==> src/rtl/hazard_pkg.sv <==
// -----------------------------------------------------------------------------
// hazard_pkg
// Shared definitions for the pipeline hazard control unit:
//   - REG_W_DEFAULT : default register-index width
//   - CNT_W         : width of the flush-length counter (FLUSH_CYCLES <= 7)
//   - hcu_state_e   : FSM state encoding (RUN=0, LU_STALL=1, FLUSH=2, MEM_WAIT=3)
//   - hcu_ctrl_t    : bundle of the four pipeline control signals
// -----------------------------------------------------------------------------
package hazard_pkg;

    localparam int REG_W_DEFAULT = 5;
    localparam int CNT_W         = 3;

    typedef enum logic [1:0] {
        ST_RUN      = 2'd0,
        ST_LU_STALL = 2'd1,
        ST_FLUSH    = 2'd2,
        ST_MEM_WAIT = 2'd3
    } hcu_state_e;

    typedef struct packed {
        logic pc_write;
        logic if_id_write;
        logic if_flush;
        logic id_ex_bubble;
    } hcu_ctrl_t;

endpackage : hazard_pkg

==> src/rtl/sat_counter.sv <==
// -----------------------------------------------------------------------------
// sat_counter
// Up-counter that sticks at all-ones instead of wrapping. Only present when
// HAZARD_PERF_CNT_EN is defined, since nothing else instantiates it.
// Ports:
//   clk_i   : clock, rising edge
//   rst_i   : asynchronous active-high reset, clears the count
//   en_i    : count this cycle
//   count_o : current count (WIDTH bits)
// -----------------------------------------------------------------------------
`ifdef HAZARD_PERF_CNT_EN
module sat_counter #(
    parameter int WIDTH = 32
) (
    input  logic             clk_i,
    input  logic             rst_i,
    input  logic             en_i,
    output logic [WIDTH-1:0] count_o
);

    logic [WIDTH-1:0] count_q;

    always_ff @(posedge clk_i or posedge rst_i) begin
        if (rst_i) begin
            count_q <= '0;
        end else if (en_i && (count_q != '1)) begin
            count_q <= count_q + WIDTH'(1);
        end
    end

    assign count_o = count_q;

endmodule : sat_counter
`endif

==> src/rtl/hazard_control_unit.sv <==
// -----------------------------------------------------------------------------
// hazard_control_unit
// Pipeline hazard controller: load-use stalls, branch/jump flushes of the
// fetch stage and data-memory wait stalls.
// Parameters:
//   REG_W        : register-index width
//   FLUSH_CYCLES : cycles IF_flush is held per taken branch/jump (1..7)
// Ports:
//   clk, rst             : clock (rising edge), async active-high reset
//   id_rs, id_rt         : source registers of the instruction in ID
//   ex_mem_read, ex_rt   : EX instruction is a load, and its destination
//   pc_jump, br_taken    : jump resolved / branch taken
//   mem_busy             : data memory wait request
//   PC_write, IF_ID_write, IF_flush, ID_EX_bubble : pipeline controls
//   state                : current FSM state (debug)
// Optional feature (macro HAZARD_PERF_CNT_EN):
//   stall_cycles : cycles with PC_write=0 and IF_flush=0 (saturating)
//   flush_cycles : cycles with IF_flush=1 (saturating)
// Handshake: none; outputs are combinational from state and the current
// inputs, so the pipeline sees the decision in the same cycle.
// -----------------------------------------------------------------------------
module hazard_control_unit
    import hazard_pkg::*;
#(
    parameter int REG_W        = REG_W_DEFAULT,
    parameter int FLUSH_CYCLES = 1
) (
    input  logic             clk,
    input  logic             rst,
    input  logic [REG_W-1:0] id_rs,
    input  logic [REG_W-1:0] id_rt,
    input  logic             ex_mem_read,
    input  logic [REG_W-1:0] ex_rt,
    input  logic             pc_jump,
    input  logic             br_taken,
    input  logic             mem_busy,
    output logic             PC_write,
    output logic             IF_ID_write,
    output logic             IF_flush,
    output logic             ID_EX_bubble,
    output logic [1:0]       state
`ifdef HAZARD_PERF_CNT_EN
    ,
    output logic [31:0]      stall_cycles,
    output logic [31:0]      flush_cycles
`endif
);

    // Remaining FLUSH-state cycles after the cycle that detects the redirect.
    localparam logic [CNT_W-1:0] FLUSH_LOAD = CNT_W'(FLUSH_CYCLES - 1);

    hcu_state_e       state_q, state_d;
    logic [CNT_W-1:0] cnt_q, cnt_d;
    hcu_ctrl_t        ctrl;
    logic             load_use;
    logic             load_use_eff;

    // Register 0 is hard-wired, so a load targeting it never creates a hazard.
    assign load_use = ex_mem_read && (ex_rt != '0) &&
                      ((ex_rt == id_rs) || (ex_rt == id_rt));

    // The cycle after a load-use stall the load has moved on to MEM; the same
    // pair may still be visible on the inputs but must not stall again.
    assign load_use_eff = load_use && (state_q != ST_LU_STALL);

    always_comb begin
        ctrl    = '0;
        state_d = state_q;
        cnt_d   = cnt_q;

        if (state_q == ST_FLUSH) begin
            // mem_busy deliberately ignored: the flush sequence runs to completion.
            ctrl.if_flush     = 1'b1;
            ctrl.id_ex_bubble = 1'b1;
            if (cnt_q <= CNT_W'(1)) begin
                state_d = ST_RUN;
                cnt_d   = '0;
            end else begin
                cnt_d = cnt_q - CNT_W'(1);
            end
        end else if (mem_busy) begin
            // RUN, LU_STALL or MEM_WAIT: freeze everything while memory waits.
            state_d = ST_MEM_WAIT;
        end else if (pc_jump || br_taken) begin
            ctrl.if_flush     = 1'b1;
            ctrl.id_ex_bubble = 1'b1;
            if (FLUSH_CYCLES <= 1) begin
                state_d = ST_RUN;
                cnt_d   = '0;
            end else begin
                state_d = ST_FLUSH;
                cnt_d   = FLUSH_LOAD;
            end
        end else if (load_use_eff) begin
            ctrl.id_ex_bubble = 1'b1;
            state_d           = ST_LU_STALL;
        end else begin
            ctrl.pc_write    = 1'b1;
            ctrl.if_id_write = 1'b1;
            state_d          = ST_RUN;
        end
    end

    always_ff @(posedge clk or posedge rst) begin
        if (rst) begin
            state_q <= ST_RUN;
            cnt_q   <= '0;
        end else begin
            state_q <= state_d;
            cnt_q   <= cnt_d;
        end
    end

    // Reset gates the combinational outputs so they drop without a clock edge.
    assign PC_write     = ctrl.pc_write     && !rst;
    assign IF_ID_write  = ctrl.if_id_write  && !rst;
    assign IF_flush     = ctrl.if_flush     && !rst;
    assign ID_EX_bubble = ctrl.id_ex_bubble && !rst;
    assign state        = state_q;

`ifdef HAZARD_PERF_CNT_EN
    logic stall_en;
    logic flush_en;

    assign stall_en = !PC_write && !IF_flush;
    assign flush_en = IF_flush;

    sat_counter #(.WIDTH(32)) u_stall_cnt (
        .clk_i   (clk),
        .rst_i   (rst),
        .en_i    (stall_en),
        .count_o (stall_cycles)
    );

    sat_counter #(.WIDTH(32)) u_flush_cnt (
        .clk_i   (clk),
        .rst_i   (rst),
        .en_i    (flush_en),
        .count_o (flush_cycles)
    );
`endif

endmodule : hazard_control_unit

==> config.mk <==
export PLATFORM = sky130hd
export DESIGN_NAME = hazard_control_unit
export DESIGN_NICKNAME = d
export VERILOG_FILES = /design/src/rtl/hazard_pkg.sv /design/src/rtl/sat_counter.sv /design/src/rtl/hazard_control_unit.sv
export SDC_FILE = /design/constraint.sdc
export NUM_CORES = 1
export LEC_CHECK = 0
export ABC_AREA = 1
export BUFFER_PORTS_ARGS = -buffer_cell sky130_fd_sc_hd__buf_4
export CAP_MARGIN = 15
export CORE_UTILIZATION = 34
export DETAILED_ROUTE_END_ITERATION = 16
export GPL_TIMING_DRIVEN = 0
export PLACE_DENSITY = 0.65
export SLEW_MARGIN = 20
export SYNTH_ARGS = -nofsm -noshare
export SYNTH_HDL_FRONTEND = slang
export SYNTH_SLANG_ARGS = --single-unit
==> constraint.sdc <==
create_clock -name clk -period 2.8 [get_ports clk]
set_input_delay 0 -clock clk [delete_from_list [all_inputs] [get_ports clk]]
set_output_delay 0 -clock clk [all_outputs]
set_load 0.1 [all_outputs]
### Word level (Yosys, flattened, before mapping)

Index checks and enable logic that the tools add are counted.

* equal/unequal tests: 6
* reduce and logical (&&, ||, !) cells: 13
* magnitude comparators: 1
* add/sub/neg operators: 1
* multiplexer cells: 17

Operators by type and width (number)
* $mux W2: 8
* $mux W3: 4
* $eq A5 B5 Y1: 2
* $logic_and A1 B1 Y1: 7
* $ne A2 B1 Y1 const B: 3
* $reduce_bool A5 Y1: 1
* $mux W1: 4
* $mux W4: 1
* $le A3 B1 Y1 const B: 1
* $sub A3 B1 Y3 const B: 1
* $eq A2 B2 Y1 const B: 1
* $logic_or A1 B1 Y1: 2
* $reduce_and A2 Y1: 1
* $reduce_bool A2 Y1: 1
* $logic_not A1 Y1: 1

* flip-flop bits (word level): 5
* logic and storage cells: 40

### Longest topological paths before layout

* depth in word-level cells: 9
* gate-level depth with buffers: 10

### Least setup slack after synthesis

OpenSTA, ideal clock, no wires.

* path type: reg-to-output
* start: reg state_q[0] (netlist: state[0])
* end: out PC_write
* slack: -0.328 ns
* stages on the path, launching flop included: 8
* path buffers: 1
* arrival: 3.128 ns
* cell sequence: dfrtp_1 > nand2_1 > nand3_1 > inv_1 > nand2_2 > nand2_1 > nor2_1 > buf_4

* word-level cells in the longest chain between the ends: 7
* elaborated cells on any way between the ends: 8

Ends and longest elaborated chain
* from (decl): line hazard_control_unit.sv:52 `hcu_state_e state_q, state_d;`
* from (signal assigned): line hazard_control_unit.sv:109 `state_q <= state_d;`
* $ne A2 B1 Y1: line hazard_control_unit.sv:64 `assign load_use_eff = load_use && (state_q != ST_LU_STALL);`
* $logic_and A1 B1 Y1: line hazard_control_unit.sv:64
* $mux W2: line hazard_control_unit.sv:94 `end else if (load_use_eff) begin`
* $mux W2: line hazard_control_unit.sv:84 `end else if (pc_jump || br_taken) begin`
* $mux W4: line hazard_control_unit.sv:81 `end else if (mem_busy) begin`
* $mux W2 (*): line hazard_control_unit.sv:71 `if (state_q == ST_FLUSH) begin`
* $logic_and A1 B1 Y1 (*): line hazard_control_unit.sv:115 `assign PC_write = ctrl.pc_write && !rst;`
* to (decl): line hazard_control_unit.sv:37 `output logic PC_write,`

Every way passes the cells marked *; elsewhere a longest branch is shown, timed or not.

### Worst setup path after layout

* start: reg state_q[1] (netlist: state[1])
* end: out PC_write

The elaborated chain is that of the path after synthesis.

==> metrics.md <==
| Metric | Value |
|---|---|
| Die area | `1695 um2` |
| Area share of the largest cell type after synthesis | `0.2398` |
| Crit share post-route | `0.5374` |
| Later-pin clock latency in the skew report | `0.24 ns` |
| Final instance area | `774.5 um2` |
| Worst Path Max Fanout | `3` |
| Pwr Density | `717.5 nW/um2` |
| Antenna cells | `0` |
| Critical Path RT | `2.80 ns` |
| Share of cells above drive strength 1 | `0.3361` |
| # rows | `13` |
| Worst-margin pin slew | `0.4484 ns` |
| Pre-antenna DRT Iters | `4` |
| Placeable Area | `1366 um2` |
| Vias in the first global route | `480` |
| Placer Congestion | `0.6816` |
| Hold Path Class | `in -> reg` |
| Final-stage net count | `143` |
| Number of antenna violations at the first check in global routing | `0` |
| Drt drc | `0` |
| CP arrival | `1.50 ns` |
| Post-CTS sizing | `0` |
| Post-Route WL | `1121 um` |
| Final WS setup | `1.295 ns` |
| Fin. Hold Viols | `0` |
| Clk slew on worst S/H paths | `0.04 ns` |
| Gr usage total | `0.1563` |
| Vias/cell | `4.261` |
| Root Driver | `clkbuf_4` |
| MaxCap Viol Count | `0` |
| Pleak | `0.4755 nW` |
| First-pass GRT wire length | `1725 um` |
| DP Area | `738.2 um2` |
| IO Port Bufs | `26` |
| Setup tns final | `0 ns` |
| FF+latch count, synth | `5` |
| Peak VDD IR | `0.0004777 V` |
| Slew headroom | `0.6979` |
| Inserted Clock Buffers | `3` |
| Vias | `571` |
| Kind of critical path | `reg -> out` |
| Leading area contributor after synthesis | `dfrtp_1` |
| Non-filler cells, final | `134` |
| Ys Warns | `0` |
| Final Util | `0.5669` |
| CP Capture Type | `output port` |
| Placed instance count | `129` |
| DIE WIDTH | `41.18 um` |
| Worst setup SP type | `flop` |
| Slew Limit Fails | `0` |
| Syn nets | `111` |
| Sink Count | `5` |
| Mapped cell area | `521.8 um2` |
| Ports | `27` |
| Starting Density | `0.3819` |
| Dpl ws | `1.523 ns` |
| Synth unique cells | `19` |
| Tmin final | `1.505 ns` |
| RSZ-0062 raised after global routing | `no` |
| Wirelength per Cell | `8.366 um` |
| Max frequency | `664.6 MHz` |
| Status | `complete, no violations` |
| Mapped Avg Cell Area | `5.929 um2` |
| Initial DRC Count | `7` |
| ANT nets after route | `0` |
| Hpwl dp | `945.5 um` |
| Syn Inst Count | `88` |
| Chip height | `41.18 um` |
| Seq/Total Area, Yosys | `0.2398` |
| Post-CTS setup buffer count | `0` |
| Overflow left after global routing | `0` |
| Pin count of the biggest net entering global routing | `7` |
| CTS HTree Levels | `1` |
| Layout Area Growth over Synthesis | `48.44%` |
| Final Skew | `0.001122 ns` |
| # setup viols final | `0` |
| CTS Buffer Depth | `2` |
| TritonCTS clock tree | `yes` |
| Largest cells by area after synthesis | `dfrtp_1 24%, nand2_1 22%, inv_1 13%` |
-- flip-flops by register name (all words and copies together) (netlist names) --
name and cells:
state 2, cnt_q 3
-- through the flow --
stage	hold WS (ns)	total power, mW
after CTS	0.07120	0.5632
after global routing	0.08539	0.6046
after floorplan	-0.2132	0.3934
after detailed placement	-0.04698	0.4760
after global placement	-0.05414	0.4712
final	0.07562	0.5557
-- cell usage in the layout, fill, tap and decap left out --
| master | instances |
|---|---|
| a21oi_1 | 2 |
| a21oi_2 | 2 |
| buf_4 | 27 |
| clkbuf_1 | 1 |
| clkbuf_4 | 3 |
| dfrtp_1 | 5 |
| dlygate4sd3_1 | 1 |
| ha_1 | 2 |
| inv_1 | 18 |
| inv_2 | 3 |
| nand2_1 | 30 |
| nand2_2 | 1 |
| nand3_1 | 4 |
| nor2_1 | 9 |
| nor2_2 | 1 |
| nor2_4 | 1 |
| nor3_1 | 1 |
| o21ai_0 | 2 |
| o21ai_4 | 1 |
| o22ai_1 | 1 |
| or2_2 | 1 |
| xnor2_1 | 2 |
| xor2_1 | 1 |
-- routing by layer --
layer / wire length, um / GRT usage / vias up
li1: - / - / 321
met1: 527 / 0.1786 / 241
met2: 551 / 0.2734 / 9
met3: 42 / 0.06522 / 0
met4: 0 / 0.02419 / 0
met5: 0 / 0 / -
-- where the power goes --
part	total [mW]	internal (mW)	switching, mW	leakage [nW]
combinational	0.357	0.104	0.253	0.396
sequential	0.118	0.0992	0.0183	0.0648
clock	0.0813	0.0537	0.0276	0.0150
total	0.556	0.257	0.299	0.475
-- final timing paths --
check / start / endpoint / slack, ns / cells after the start
max: state[1]$_DFFE_PP0P_ / PC_write / 1.30 / 9
min: mem_busy / state[1]$_DFFE_PP0P_ / 0.08 / 3
max reg2reg: cnt_q[1]$_DFFE_PP0P_ / cnt_q[0]$_DFFE_PP0P_ / 1.51 / 5
min reg2reg: cnt_q[0]$_DFFE_PP0P_ / cnt_q[0]$_DFFE_PP0P_ / 0.54 / 1
max in group asynchronous: rst / state[1]$_DFFE_PP0P_ / 2.33 / 3
min in group asynchronous: rst / cnt_q[0]$_DFFE_PP0P_ / 0.27 / 3
-- synthesized netlist by cell type, drive strengths merged --
cell type	number
nor3	1
buf	1
or2	1
o21ai	3
nand3	4
ha	2
nor2	11
a21oi	4
xnor2	2
inv	21
nand2	31
xor2	1
dfrtp	5
o22ai	1
-- critical path, cell delays in order, from the launching register on --
cell     delay, ns
dfrtp_1       0.38
inv_2         0.08
nand2_1       0.05
nand3_1       0.07
inv_1         0.05
nand2_2       0.09
nand2_1       0.07
nor2_2        0.09
buf_4         0.11
buf_4         0.27
-- layout make-up --
cell class	instances	area, um2
Clock buffer	4	26.28
Inverter	21	78.83
Tap cell	15	18.77
Sequential cell	5	125.1
Multi-Input combinational cell	61	312.8
Fill cell	138	591.8
Timing Repair Buffer	27	205.2
Buffer	1	7.507
-- kinds of logic (layout without fill, tap and decap cells) --
group	count (synthesis)	count (layout)	synth area share
AO/OA/AOI/OAI	8	8	0.1151
XOR/XNOR	3	3	0.05037
adder cells (fa/ha/maj)	2	2	0.04795
buffers and inverters	22	53	0.1655
flip-flops	5	5	0.2398
AND/OR/NAND/NOR	48	48	0.3813
-- what timing repair did --
action                                  4_1_cts  5_1_grt
hold buffers                                  1        0
endpoints found under the setup margin        0        0
endpoints found under the hold margin         5        0
(Power assumes the default switching activity.)
